<file path="src/rtl/pol_max_unit_pkg.sv">
// -----------------------------------------------------------------------------
// pol_max_unit_pkg
// Shared definitions for the max-pooling core: default widths, FSM state
// encoding and the per-lane activation vector type.
// Optional build macro: POL_MAX_SIGNED_EN (signed lane compare, see vec_max).
// No ports (package).
// -----------------------------------------------------------------------------
package pol_max_unit_pkg;

  localparam int DEF_IDX_WIDTH      = 10;
  localparam int DEF_ACT_WIDTH      = 8;
  localparam int DEF_POOL_COMP_CORE = 64;
  localparam int DEF_NBR_WIDTH      = 5;
  localparam int DEF_MAX_OUTSTD     = 4;

  // FSM encoding: IDLE -> RUN -> DONE -> IDLE
  localparam logic [1:0] ST_IDLE = 2'd0;
  localparam logic [1:0] ST_RUN  = 2'd1;
  localparam logic [1:0] ST_DONE = 2'd2;

  typedef logic [DEF_ACT_WIDTH-1:0] lane_t;
  typedef lane_t [DEF_POOL_COMP_CORE-1:0] vec_t;

endpackage

</file>
<file path="src/rtl/pol_max_unit_if.sv">
// -----------------------------------------------------------------------------
// pol_max_unit_if
// Bundles the config, index, address, ofm-return and pooled-output channels
// of one pooling core.
// Optional build macro: POL_MAX_SIGNED_EN (does not affect this interface).
//
// Handshake semantics (all channels): a transfer happens on a rising clk edge
// where both valid and ready are high. Ready may depend combinationally on
// valid; a source holds valid and data stable until the transfer completes.
//
// Modports:
//   slave  - the pooling core (pol_max_unit)
//   master - its environment (CCU, neighbour map, arbiter/MIF, GLB)
// -----------------------------------------------------------------------------
interface pol_max_unit_if
  import pol_max_unit_pkg::*;
#(
  parameter int IDX_WIDTH      = DEF_IDX_WIDTH,
  parameter int ACT_WIDTH      = DEF_ACT_WIDTH,
  parameter int POOL_COMP_CORE = DEF_POOL_COMP_CORE,
  parameter int NBR_WIDTH      = DEF_NBR_WIDTH
) ();

  // layer config
  logic                                CCUPOL_CfgVld;
  logic [NBR_WIDTH-1:0]                CCUPOL_CfgK;
  logic [IDX_WIDTH-1:0]                CCUPOL_CfgNp;
  logic                                POLCCU_CfgRdy;
  logic                                POLCCU_Done;
  // neighbour index stream
  logic                                MAPPOL_IdxVld;
  logic [IDX_WIDTH-1:0]                MAPPOL_Idx;
  logic                                POLMAP_IdxRdy;
  // address request to arbiter
  logic                                POLMIF_AddrVld;
  logic [IDX_WIDTH-1:0]                POLMIF_Addr;
  logic                                MIFPOL_AddrRdy;
  // returned ofm vectors
  logic                                MIFPOL_OfmVld;
  logic [ACT_WIDTH*POOL_COMP_CORE-1:0] MIFPOL_Ofm;
  logic                                POLMIF_OfmRdy;
  // pooled output to GLB
  logic                                POLGLB_OfmVld;
  logic [ACT_WIDTH*POOL_COMP_CORE-1:0] POLGLB_Ofm;
  logic                                GLBPOL_OfmRdy;

  modport slave (
    input  CCUPOL_CfgVld, CCUPOL_CfgK, CCUPOL_CfgNp,
    output POLCCU_CfgRdy, POLCCU_Done,
    input  MAPPOL_IdxVld, MAPPOL_Idx,
    output POLMAP_IdxRdy,
    output POLMIF_AddrVld, POLMIF_Addr,
    input  MIFPOL_AddrRdy,
    input  MIFPOL_OfmVld, MIFPOL_Ofm,
    output POLMIF_OfmRdy,
    output POLGLB_OfmVld, POLGLB_Ofm,
    input  GLBPOL_OfmRdy
  );

  modport master (
    output CCUPOL_CfgVld, CCUPOL_CfgK, CCUPOL_CfgNp,
    input  POLCCU_CfgRdy, POLCCU_Done,
    output MAPPOL_IdxVld, MAPPOL_Idx,
    input  POLMAP_IdxRdy,
    input  POLMIF_AddrVld, POLMIF_Addr,
    output MIFPOL_AddrRdy,
    output MIFPOL_OfmVld, MIFPOL_Ofm,
    input  POLMIF_OfmRdy,
    input  POLGLB_OfmVld, POLGLB_Ofm,
    output GLBPOL_OfmRdy
  );

endinterface

</file>
<file path="src/rtl/pol_max_unit_vec_max.sv">
// -----------------------------------------------------------------------------
// pol_max_unit_vec_max
// Combinational lane-wise max of two packed activation vectors.
// Optional build macro: POL_MAX_SIGNED_EN - when defined each ACT_WIDTH lane
// is compared as two's-complement signed, otherwise unsigned.
// Ports:
//   a, b : input vectors, ACT_WIDTH*POOL_COMP_CORE bits, lane i at [i*ACT_WIDTH +: ACT_WIDTH]
//   y    : per-lane max(a, b)
// -----------------------------------------------------------------------------
module pol_max_unit_vec_max
  import pol_max_unit_pkg::*;
#(
  parameter int ACT_WIDTH      = DEF_ACT_WIDTH,
  parameter int POOL_COMP_CORE = DEF_POOL_COMP_CORE
) (
  input  logic [ACT_WIDTH*POOL_COMP_CORE-1:0] a,
  input  logic [ACT_WIDTH*POOL_COMP_CORE-1:0] b,
  output logic [ACT_WIDTH*POOL_COMP_CORE-1:0] y
);

  for (genvar i = 0; i < POOL_COMP_CORE; i++) begin : g_lane
    logic [ACT_WIDTH-1:0] la;
    logic [ACT_WIDTH-1:0] lb;
    logic                 a_gt;

    assign la = a[i*ACT_WIDTH +: ACT_WIDTH];
    assign lb = b[i*ACT_WIDTH +: ACT_WIDTH];
`ifdef POL_MAX_SIGNED_EN
    assign a_gt = $signed(la) > $signed(lb);
`else
    assign a_gt = la > lb;
`endif
    assign y[i*ACT_WIDTH +: ACT_WIDTH] = a_gt ? la : lb;
  end

endmodule

</file>
<file path="src/rtl/pol_max_unit.sv">
// -----------------------------------------------------------------------------
// pol_max_unit
// One max-pooling core. Forwards each neighbour index as a GLB address
// request (zero-latency passthrough), consumes the returned ofm vectors in
// order, reduces every group of K neighbours with a channel-wise max and
// emits one pooled vector per output point.
// Optional build macro: POL_MAX_SIGNED_EN (signed lane compare in vec_max).
// Ports:
//   clk        - clock
//   rst_n      - asynchronous active-low reset
//   CCUPOL_Rst - synchronous clear, same effect as reset
//   bus        - pol_max_unit_if.slave: config, index, address, ofm, output
//   dbg_state  - current FSM state (ST_IDLE/ST_RUN/ST_DONE)
// -----------------------------------------------------------------------------
module pol_max_unit
  import pol_max_unit_pkg::*;
#(
  parameter int IDX_WIDTH      = DEF_IDX_WIDTH,
  parameter int ACT_WIDTH      = DEF_ACT_WIDTH,
  parameter int POOL_COMP_CORE = DEF_POOL_COMP_CORE,
  parameter int NBR_WIDTH      = DEF_NBR_WIDTH,
  parameter int MAX_OUTSTD     = DEF_MAX_OUTSTD
) (
  input  logic          clk,
  input  logic          rst_n,
  input  logic          CCUPOL_Rst,
  pol_max_unit_if.slave bus,
  output logic [1:0]    dbg_state
);

  localparam int VW = ACT_WIDTH * POOL_COMP_CORE;
  localparam int TW = IDX_WIDTH + NBR_WIDTH;
  localparam int OW = $clog2(MAX_OUTSTD + 1);
  localparam logic [OW-1:0] OUTSTD_MAX = OW'(MAX_OUTSTD);

  logic [1:0]           state;
  logic [NBR_WIDTH-1:0] k_r;
  logic [NBR_WIDTH-1:0] nbr_cnt;
  logic [IDX_WIDTH-1:0] np_r;
  logic [IDX_WIDTH-1:0] pt_cnt;
  logic [TW-1:0]        addr_cnt;
  logic [TW-1:0]        total_nk;
  logic [OW-1:0]        outstd;
  logic [VW-1:0]        acc;
  logic [VW-1:0]        out_reg;
  logic [VW-1:0]        max_acc_in;
  logic                 out_vld;

  logic run;
  logic addr_gate;
  logic addr_hs;
  logic last_nbr;
  logic last_pt;
  logic ofm_rdy;
  logic ofm_hs;
  logic out_hs;

  // Total number of neighbour fetches in the layer; full-width product.
  assign total_nk = TW'(np_r) * TW'(k_r);

  assign run      = (state == ST_RUN);
  assign last_nbr = (nbr_cnt == k_r - NBR_WIDTH'(1));
  assign last_pt  = (pt_cnt == np_r - IDX_WIDTH'(1));

  // Address issue is a pure passthrough of the index channel, throttled by
  // the in-flight limit and the layer's total fetch count.
  assign addr_gate = run & bus.MAPPOL_IdxVld & (outstd < OUTSTD_MAX) & (addr_cnt < total_nk);
  assign addr_hs   = addr_gate & bus.MIFPOL_AddrRdy;

  assign bus.POLMIF_AddrVld = addr_gate;
  assign bus.POLMIF_Addr    = bus.MAPPOL_Idx;
  assign bus.POLMAP_IdxRdy  = addr_hs;

  // The final neighbour of a point may only be taken when the output
  // register is free or being drained this cycle; earlier neighbours only
  // touch the accumulator and are always accepted. outstd != 0 guards
  // against responses with no matching request.
  assign ofm_rdy = run & (outstd != '0) & (~last_nbr | ~out_vld | bus.GLBPOL_OfmRdy);
  assign ofm_hs  = ofm_rdy & bus.MIFPOL_OfmVld;
  assign out_hs  = out_vld & bus.GLBPOL_OfmRdy;

  assign bus.POLMIF_OfmRdy = ofm_rdy;
  assign bus.POLGLB_OfmVld = out_vld;
  assign bus.POLGLB_Ofm    = out_reg;
  assign bus.POLCCU_CfgRdy = (state == ST_IDLE);
  assign bus.POLCCU_Done   = (state == ST_DONE);
  assign dbg_state         = state;

  pol_max_unit_vec_max #(
    .ACT_WIDTH      (ACT_WIDTH),
    .POOL_COMP_CORE (POOL_COMP_CORE)
  ) u_vec_max (
    .a (acc),
    .b (bus.MIFPOL_Ofm),
    .y (max_acc_in)
  );

  always_ff @(posedge clk or negedge rst_n) begin
    if (!rst_n) begin
      state    <= ST_IDLE;
      k_r      <= NBR_WIDTH'(1);
      np_r     <= '0;
      nbr_cnt  <= '0;
      pt_cnt   <= '0;
      addr_cnt <= '0;
      outstd   <= '0;
      acc      <= '0;
      out_reg  <= '0;
      out_vld  <= 1'b0;
    end else if (CCUPOL_Rst) begin
      state    <= ST_IDLE;
      k_r      <= NBR_WIDTH'(1);
      np_r     <= '0;
      nbr_cnt  <= '0;
      pt_cnt   <= '0;
      addr_cnt <= '0;
      outstd   <= '0;
      acc      <= '0;
      out_reg  <= '0;
      out_vld  <= 1'b0;
    end else begin
      case (state)
        ST_IDLE: begin
          if (bus.CCUPOL_CfgVld) begin
            // K == 0 degenerates to "no pooling", i.e. K == 1
            k_r      <= (bus.CCUPOL_CfgK == '0) ? NBR_WIDTH'(1) : bus.CCUPOL_CfgK;
            np_r     <= bus.CCUPOL_CfgNp;
            nbr_cnt  <= '0;
            pt_cnt   <= '0;
            addr_cnt <= '0;
            outstd   <= '0;
            out_vld  <= 1'b0;
            state    <= (bus.CCUPOL_CfgNp == '0) ? ST_DONE : ST_RUN;
          end
        end

        ST_RUN: begin
          if (addr_hs) begin
            addr_cnt <= addr_cnt + TW'(1);
          end
          if (addr_hs && !ofm_hs) begin
            outstd <= outstd + OW'(1);
          end else if (!addr_hs && ofm_hs) begin
            outstd <= outstd - OW'(1);
          end

          if (ofm_hs) begin
            acc <= (nbr_cnt == '0) ? bus.MIFPOL_Ofm : max_acc_in;
            if (last_nbr) begin
              out_reg <= (nbr_cnt == '0) ? bus.MIFPOL_Ofm : max_acc_in;
              nbr_cnt <= '0;
            end else begin
              nbr_cnt <= nbr_cnt + NBR_WIDTH'(1);
            end
          end

          // A new result loaded in the same cycle the old one drains keeps
          // the register valid.
          if (ofm_hs && last_nbr) begin
            out_vld <= 1'b1;
          end else if (out_hs) begin
            out_vld <= 1'b0;
          end

          if (out_hs) begin
            pt_cnt <= pt_cnt + IDX_WIDTH'(1);
            if (last_pt) begin
              state <= ST_DONE;
            end
          end
        end

        ST_DONE: begin
          state <= ST_IDLE;
        end

        default: begin
          state <= ST_IDLE;
        end
      endcase
    end
  end

endmodule
</file>
<file path="src/flat_wrapper.sv">
// flat-port wrapper written by rule: the top's interface ports become plain ports
module pol_max_unit_flat import pol_max_unit_pkg::*;
#(
  parameter int IDX_WIDTH      = DEF_IDX_WIDTH,
  parameter int ACT_WIDTH      = DEF_ACT_WIDTH,
  parameter int POOL_COMP_CORE = DEF_POOL_COMP_CORE,
  parameter int NBR_WIDTH      = DEF_NBR_WIDTH,
  parameter int MAX_OUTSTD     = DEF_MAX_OUTSTD
)
  (clk, rst_n, CCUPOL_Rst, dbg_state, bus_CCUPOL_CfgVld, bus_CCUPOL_CfgK, bus_CCUPOL_CfgNp, bus_POLCCU_CfgRdy, bus_POLCCU_Done, bus_MAPPOL_IdxVld, bus_MAPPOL_Idx, bus_POLMAP_IdxRdy, bus_POLMIF_AddrVld, bus_POLMIF_Addr, bus_MIFPOL_AddrRdy, bus_MIFPOL_OfmVld, bus_MIFPOL_Ofm, bus_POLMIF_OfmRdy, bus_POLGLB_OfmVld, bus_POLGLB_Ofm, bus_GLBPOL_OfmRdy);
  pol_max_unit_if #(.IDX_WIDTH(IDX_WIDTH), .ACT_WIDTH(ACT_WIDTH), .POOL_COMP_CORE(POOL_COMP_CORE), .NBR_WIDTH(NBR_WIDTH)) bus_i ();
  input  logic clk;
  input  logic rst_n;
  input  logic CCUPOL_Rst;
  output logic [1:0] dbg_state;
  input wire logic [$bits(bus_i.CCUPOL_CfgVld)-1:0] bus_CCUPOL_CfgVld;
  input wire logic [$bits(bus_i.CCUPOL_CfgK)-1:0] bus_CCUPOL_CfgK;
  input wire logic [$bits(bus_i.CCUPOL_CfgNp)-1:0] bus_CCUPOL_CfgNp;
  output wire logic [$bits(bus_i.POLCCU_CfgRdy)-1:0] bus_POLCCU_CfgRdy;
  output wire logic [$bits(bus_i.POLCCU_Done)-1:0] bus_POLCCU_Done;
  input wire logic [$bits(bus_i.MAPPOL_IdxVld)-1:0] bus_MAPPOL_IdxVld;
  input wire logic [$bits(bus_i.MAPPOL_Idx)-1:0] bus_MAPPOL_Idx;
  output wire logic [$bits(bus_i.POLMAP_IdxRdy)-1:0] bus_POLMAP_IdxRdy;
  output wire logic [$bits(bus_i.POLMIF_AddrVld)-1:0] bus_POLMIF_AddrVld;
  output wire logic [$bits(bus_i.POLMIF_Addr)-1:0] bus_POLMIF_Addr;
  input wire logic [$bits(bus_i.MIFPOL_AddrRdy)-1:0] bus_MIFPOL_AddrRdy;
  input wire logic [$bits(bus_i.MIFPOL_OfmVld)-1:0] bus_MIFPOL_OfmVld;
  input wire logic [$bits(bus_i.MIFPOL_Ofm)-1:0] bus_MIFPOL_Ofm;
  output wire logic [$bits(bus_i.POLMIF_OfmRdy)-1:0] bus_POLMIF_OfmRdy;
  output wire logic [$bits(bus_i.POLGLB_OfmVld)-1:0] bus_POLGLB_OfmVld;
  output wire logic [$bits(bus_i.POLGLB_Ofm)-1:0] bus_POLGLB_Ofm;
  input wire logic [$bits(bus_i.GLBPOL_OfmRdy)-1:0] bus_GLBPOL_OfmRdy;
  assign bus_i.CCUPOL_CfgVld = bus_CCUPOL_CfgVld;
  assign bus_i.CCUPOL_CfgK = bus_CCUPOL_CfgK;
  assign bus_i.CCUPOL_CfgNp = bus_CCUPOL_CfgNp;
  assign bus_POLCCU_CfgRdy = bus_i.POLCCU_CfgRdy;
  assign bus_POLCCU_Done = bus_i.POLCCU_Done;
  assign bus_i.MAPPOL_IdxVld = bus_MAPPOL_IdxVld;
  assign bus_i.MAPPOL_Idx = bus_MAPPOL_Idx;
  assign bus_POLMAP_IdxRdy = bus_i.POLMAP_IdxRdy;
  assign bus_POLMIF_AddrVld = bus_i.POLMIF_AddrVld;
  assign bus_POLMIF_Addr = bus_i.POLMIF_Addr;
  assign bus_i.MIFPOL_AddrRdy = bus_MIFPOL_AddrRdy;
  assign bus_i.MIFPOL_OfmVld = bus_MIFPOL_OfmVld;
  assign bus_i.MIFPOL_Ofm = bus_MIFPOL_Ofm;
  assign bus_POLMIF_OfmRdy = bus_i.POLMIF_OfmRdy;
  assign bus_POLGLB_OfmVld = bus_i.POLGLB_OfmVld;
  assign bus_POLGLB_Ofm = bus_i.POLGLB_Ofm;
  assign bus_i.GLBPOL_OfmRdy = bus_GLBPOL_OfmRdy;
  pol_max_unit #(.IDX_WIDTH(IDX_WIDTH), .ACT_WIDTH(ACT_WIDTH), .POOL_COMP_CORE(POOL_COMP_CORE), .NBR_WIDTH(NBR_WIDTH), .MAX_OUTSTD(MAX_OUTSTD)) u_core (.clk(clk), .rst_n(rst_n), .CCUPOL_Rst(CCUPOL_Rst), .bus(bus_i), .dbg_state(dbg_state));
endmodule
</file>
<file path="config.mk">
export PLATFORM = sky130hd
export DESIGN_NAME = pol_max_unit_flat
export DESIGN_NICKNAME = d
export VERILOG_FILES = /design/src/rtl/pol_max_unit_pkg.sv /design/src/rtl/pol_max_unit_if.sv /design/src/rtl/pol_max_unit_vec_max.sv /design/src/rtl/pol_max_unit.sv /design/src/flat_wrapper.sv
export SDC_FILE = /design/constraint.sdc
export NUM_CORES = 2
export LEC_CHECK = 0
export CAP_MARGIN = 20
export CORE_AREA = 2 2 414 416
export CTS_BUF_LIST = sky130_fd_sc_hd__clkbuf_4 sky130_fd_sc_hd__clkbuf_8
export CTS_CLUSTER_DIAMETER = 80
export DETAILED_ROUTE_END_ITERATION = 8
export DIE_AREA = 0 0 416 418
export DONT_BUFFER_PORTS = 1
export PLACE_DENSITY = 0.61
export SLEW_MARGIN = 20
export SYNTH_ARGS = -nofsm -noshare
export SYNTH_HDL_FRONTEND = slang
export SYNTH_HIERARCHICAL = 1
export SYNTH_SLANG_ARGS = --single-unit
</file>
<file path="constraint.sdc">
create_clock -name clk -period 8.8 [get_ports clk]
set_input_delay 0.44 -clock clk [delete_from_list [all_inputs] [get_ports clk]]
set_output_delay 0.44 -clock clk [all_outputs]
set_load 0.1 [all_outputs]
</file>
==> results_dict.tcl <==
set metrics [dict create \
    grt_overflow 0 \
    holdWs_ps 116.8 \
    core_area_sq_mm 0.1691 \
    irDropWorstVdd_mv 0.1439 \
    arrival_ps 8560 \
    setup_viol 0 \
    syn_avg_cell_area_sq_um 9.886 \
    cts_setup_buffers 0 \
    min_period_ps 7720 \
    clock_skew_ps 74.40 \
    via_count 55520 \
    status "completed" \
    wl_mm 233.0 \
    crit_fanout 22 \
    drc 0 \
    max_stage_delay_ps 650 \
    synth_cell_type_count 63 \
    antenna_found_initial 21 \
    ant_nets 0 \
    cap_violations 0 \
    nets 8465 \
    insertion_delay_ps 980 \
    wire_per_inst_um 23.87 \
    via_per_inst 5.689 \
    clk_pin_slew_ps 70 \
    rsz0062_at_grt "false" \
    hold_class "input port to register" \
    slowest_stage "dfrtp_1" \
    die-area_sq_mm 0.1739 \
    cts_root_buf "clkbuf_8" \
    cts_tree "yes" \
    start_kind "register" \
    boundaryPins 1075 \
    maxSlewHeadroom_pct 14.06 \
    synth_edf_count 0 \
    die_height_um 418 \
    crit_top_cell "fa_1" \
    timing.fmax_ghz 0.1295 \
    netlist_area_sq_mm 0.06734 \
    powerDensity_mw_per_mm2 154.6 \
    grt_pass1_wl_mm 353.2 \
    required_ps 9640 \
    yosys_warnings 6 \
    synth-seq-cells 1075 \
    synthArstFlopShare_pct 100.0 \
    power_w 0.01250 \
    crit_chain "nand2_1 > fa_1 > fa_1 > fa_1 > inv_1 > ha_1 > nor2b_1 > o31a_1 > nand2b_1 > a41o_1 > o41ai_1 > xor2_1 > ha_1 > nand4_1 > nor3_1 > a32oi_2 > nand2_2 > inv_1 > ha_1 > fa_1 > xor2_1 > nor2_1 > o21ai_0 > o31ai_1" \
    synthTopCellsByArea "dfrtp_1 40%, a211oi_1 11%, ha_1 10%, mux2_2 8.6%, mux2i_1 7.6%" \
    p_leak_nw 38.56 \
    portBuffers 0 \
    synth_top_area_cell "dfrtp_1" \
    hpwlAfterDp_mm 146.8 \
    drive_above_1_share_pct 13.73 \
    layout_worst_path_cycle_share_pct 87.73 \
    hold_viol 0 \
    synth.net_count 7937 \
    fin_setup_tns_ps 0 \
    critPathKind "register to register" \
    die_w_um 416 \
    grt_pass1_vias 55573 \
    grt_start_max_net_pins 500 \
    initial_core_util_pct 39.82 \
    gp_congestion 0.9531 \
    final_util_pct 47.81 \
    cts_max_level 4 \
    endpoint_kind "register" \
    synthCells 6811 \
    synth_top_flop_cell "dfrtp_1" \
    area_delta_synth_final_pct 20.07 \
    ys_seq_area_share_pct 39.95 \
    fp-row-count 151 \
    drt-initial-drc-count 3992 \
    dr.pass1.iters 6 \
    synth.top_cell.area_share_pct 39.91 \
    fin_cells 9759 \
    grtUsageTotal_pct 26.12 \
    placed_cells_incl_taps 8646 \
    cts.sinks 1075 \
    finalMaxSlewViolations 0 \
    cts_made_buffers 193 \
    tightestPinTransition_ps 1289 \
    max-clock-path-buffers 3 \
]
==> critical path, delay by kind of cell (launching register included) <==
family | cells | cell delay, ps
xor+xnor | 2 | 330
compound gates | 6 | 1400
fa+ha+maj | 7 | 3130
flops | 1 | 650
buf+inv | 2 | 590
simple gates | 7 | 1510
==> cell type report <==
class	instances	area (sq um)
well taps	2218	2775
diodes	39	97.59
inverters	566	2125
clock inverters	51	534.3
fillers	15591	88240
repair buffers	762	7989
multi-input cells	4741	36560
flip-flops and latches	1075	26900
clock buffers	307	3862
==> kinds of logic (layout without fill, tap and decap cells) <==
family	count (synthesis)	count (layout)	synth area share, %
AOI/OAI and AO/OA	1586	1586	16.79
xor gates and xnor gates	38	38	0.4943
adders and majority gates	581	581	11.07
buffers and inverters	995	1686	5.792
DFF	1075	1075	39.95
muxes	1025	1025	16.19
other	0	39	0
and+or+nand+nor	1511	1511	9.709
==> stage by stage <==
stage	setup WS, ps	area, sq um
floorplan	1635	67340
global placement	1157	68980
detailed placement	1009	69030
CTS	1008	80560
global route	603.3	80840
finish	1080	80850
==> sequential cells by signal, indices dropped and copies added, names as in the netlist <==
signal / count
u_core/bus.POLGLB_Ofm: 512
u_core/addr_cnt: 15
u_core/nbr_cnt: 5
u_core/np_r: 10
u_core/pt_cnt: 10
u_core/outstd: 3
u_core/dbg_state: 2
u_core/k_r: 5
u_core/bus.POLGLB_OfmVld: 1
u_core/acc: 512
==> worst paths after layout <==
check                                        startpoint                                      to  slack, ps  cells past startpoint
max                           u_core/k_r[3]$_DFFE_PN0P_            u_core/outstd[2]$_DFFE_PN0P_       1080                     24
min                                          CCUPOL_Rst            u_core/outstd[1]$_DFFE_PN0P_        120                      4
max reg2reg                   u_core/k_r[3]$_DFFE_PN0P_            u_core/outstd[2]$_DFFE_PN0P_       1080                     24
min reg2reg                u_core/outstd[2]$_DFFE_PN0P_            u_core/outstd[2]$_DFFE_PN0P_        530                      1
max in group asynchronous                         rst_n  u_core/bus.POLGLB_Ofm[296]$_DFFE_PN0P_       5170                      7
min in group asynchronous                         rst_n  u_core/bus.POLGLB_Ofm[109]$_DFFE_PN0P_        390                      2
==> layout by cell type (no fill, tap or decap), drive strengths merged, types with 8 or more instances in the layout <==
| cell | instances |
|---|---|
| a211oi | 1030 |
| a21oi | 277 |
| a22o | 15 |
| and2 | 36 |
| and3 | 11 |
| buf | 55 |
| bufinv | 8 |
| clkbuf | 307 |
| clkinv | 27 |
| clkinvlp | 9 |
| dfrtp | 1074 |
| diode | 39 |
| dlygate4sd3 | 707 |
| fa | 25 |
| ha | 556 |
| inv | 573 |
| mux2 | 512 |
| mux2i | 513 |
| nand2 | 108 |
| nand3 | 15 |
| nand4 | 142 |
| nor2 | 1063 |
| nor2b | 65 |
| nor3 | 14 |
| o211ai | 66 |
| o21ai | 116 |
| o22ai | 36 |
| o31ai | 13 |
| or2 | 27 |
| xnor2 | 14 |
| xor2 | 24 |
==> where the power goes <==
part | switching, W | internal (W) | leakage, nW | total (W)
combinational | 0.00104 | 0.000782 | 21.3 | 0.00182
sequential | 0.000290 | 0.00502 | 15.0 | 0.00531
clock | 0.00233 | 0.00303 | 2.32 | 0.00536
==> layer usage <==
metal / vias to the layer above / part of all wire, % / track usage (%) / wire, um
met5: - / 0 / 0 / 0
met4: 0 / 6.7 / 16.58 / 15540
met3: 649 / 7.3 / 7.109 / 17030
met2: 1969 / 47 / 42.31 / 110600
met1: 27102 / 39 / 30.63 / 89840
li1: 25800 / - / - / -
==> synth_stat cells, types with 3 or more instances <==
cell,number
nand2_1,107
and3_1,11
buf_4,10
or4_1,7
a22o_1,15
o31ai_1,13
buf_2,90
o21ai_0,86
and2_1,36
a21oi_1,276
mux2i_1,513
a21o_1,6
nor2b_1,65
buf_1,11
clkbuf_1,316
o22ai_2,36
mux2_2,512
inv_1,566
nand2b_1,6
ha_1,556
xor2_1,24
o21bai_1,5
o211ai_1,65
xnor2_1,14
a211oi_1,1030
nor2_1,1063
nor4_1,4
fa_1,25
nand4_1,142
o21ai_1,3
and4_1,4
nor3_1,14
or2_2,27
o21ai_2,27
dfrtp_1,1074
nand3_1,15
==> what timing repair did <==
item | 4_1_cts | 5_1_grt
gates resized for setup | 0 | 0
hold buffers | 709 | 0
endpoints found under the hold margin | 1277 | 0
Note: power is estimated with default switching activity, not from simulation.
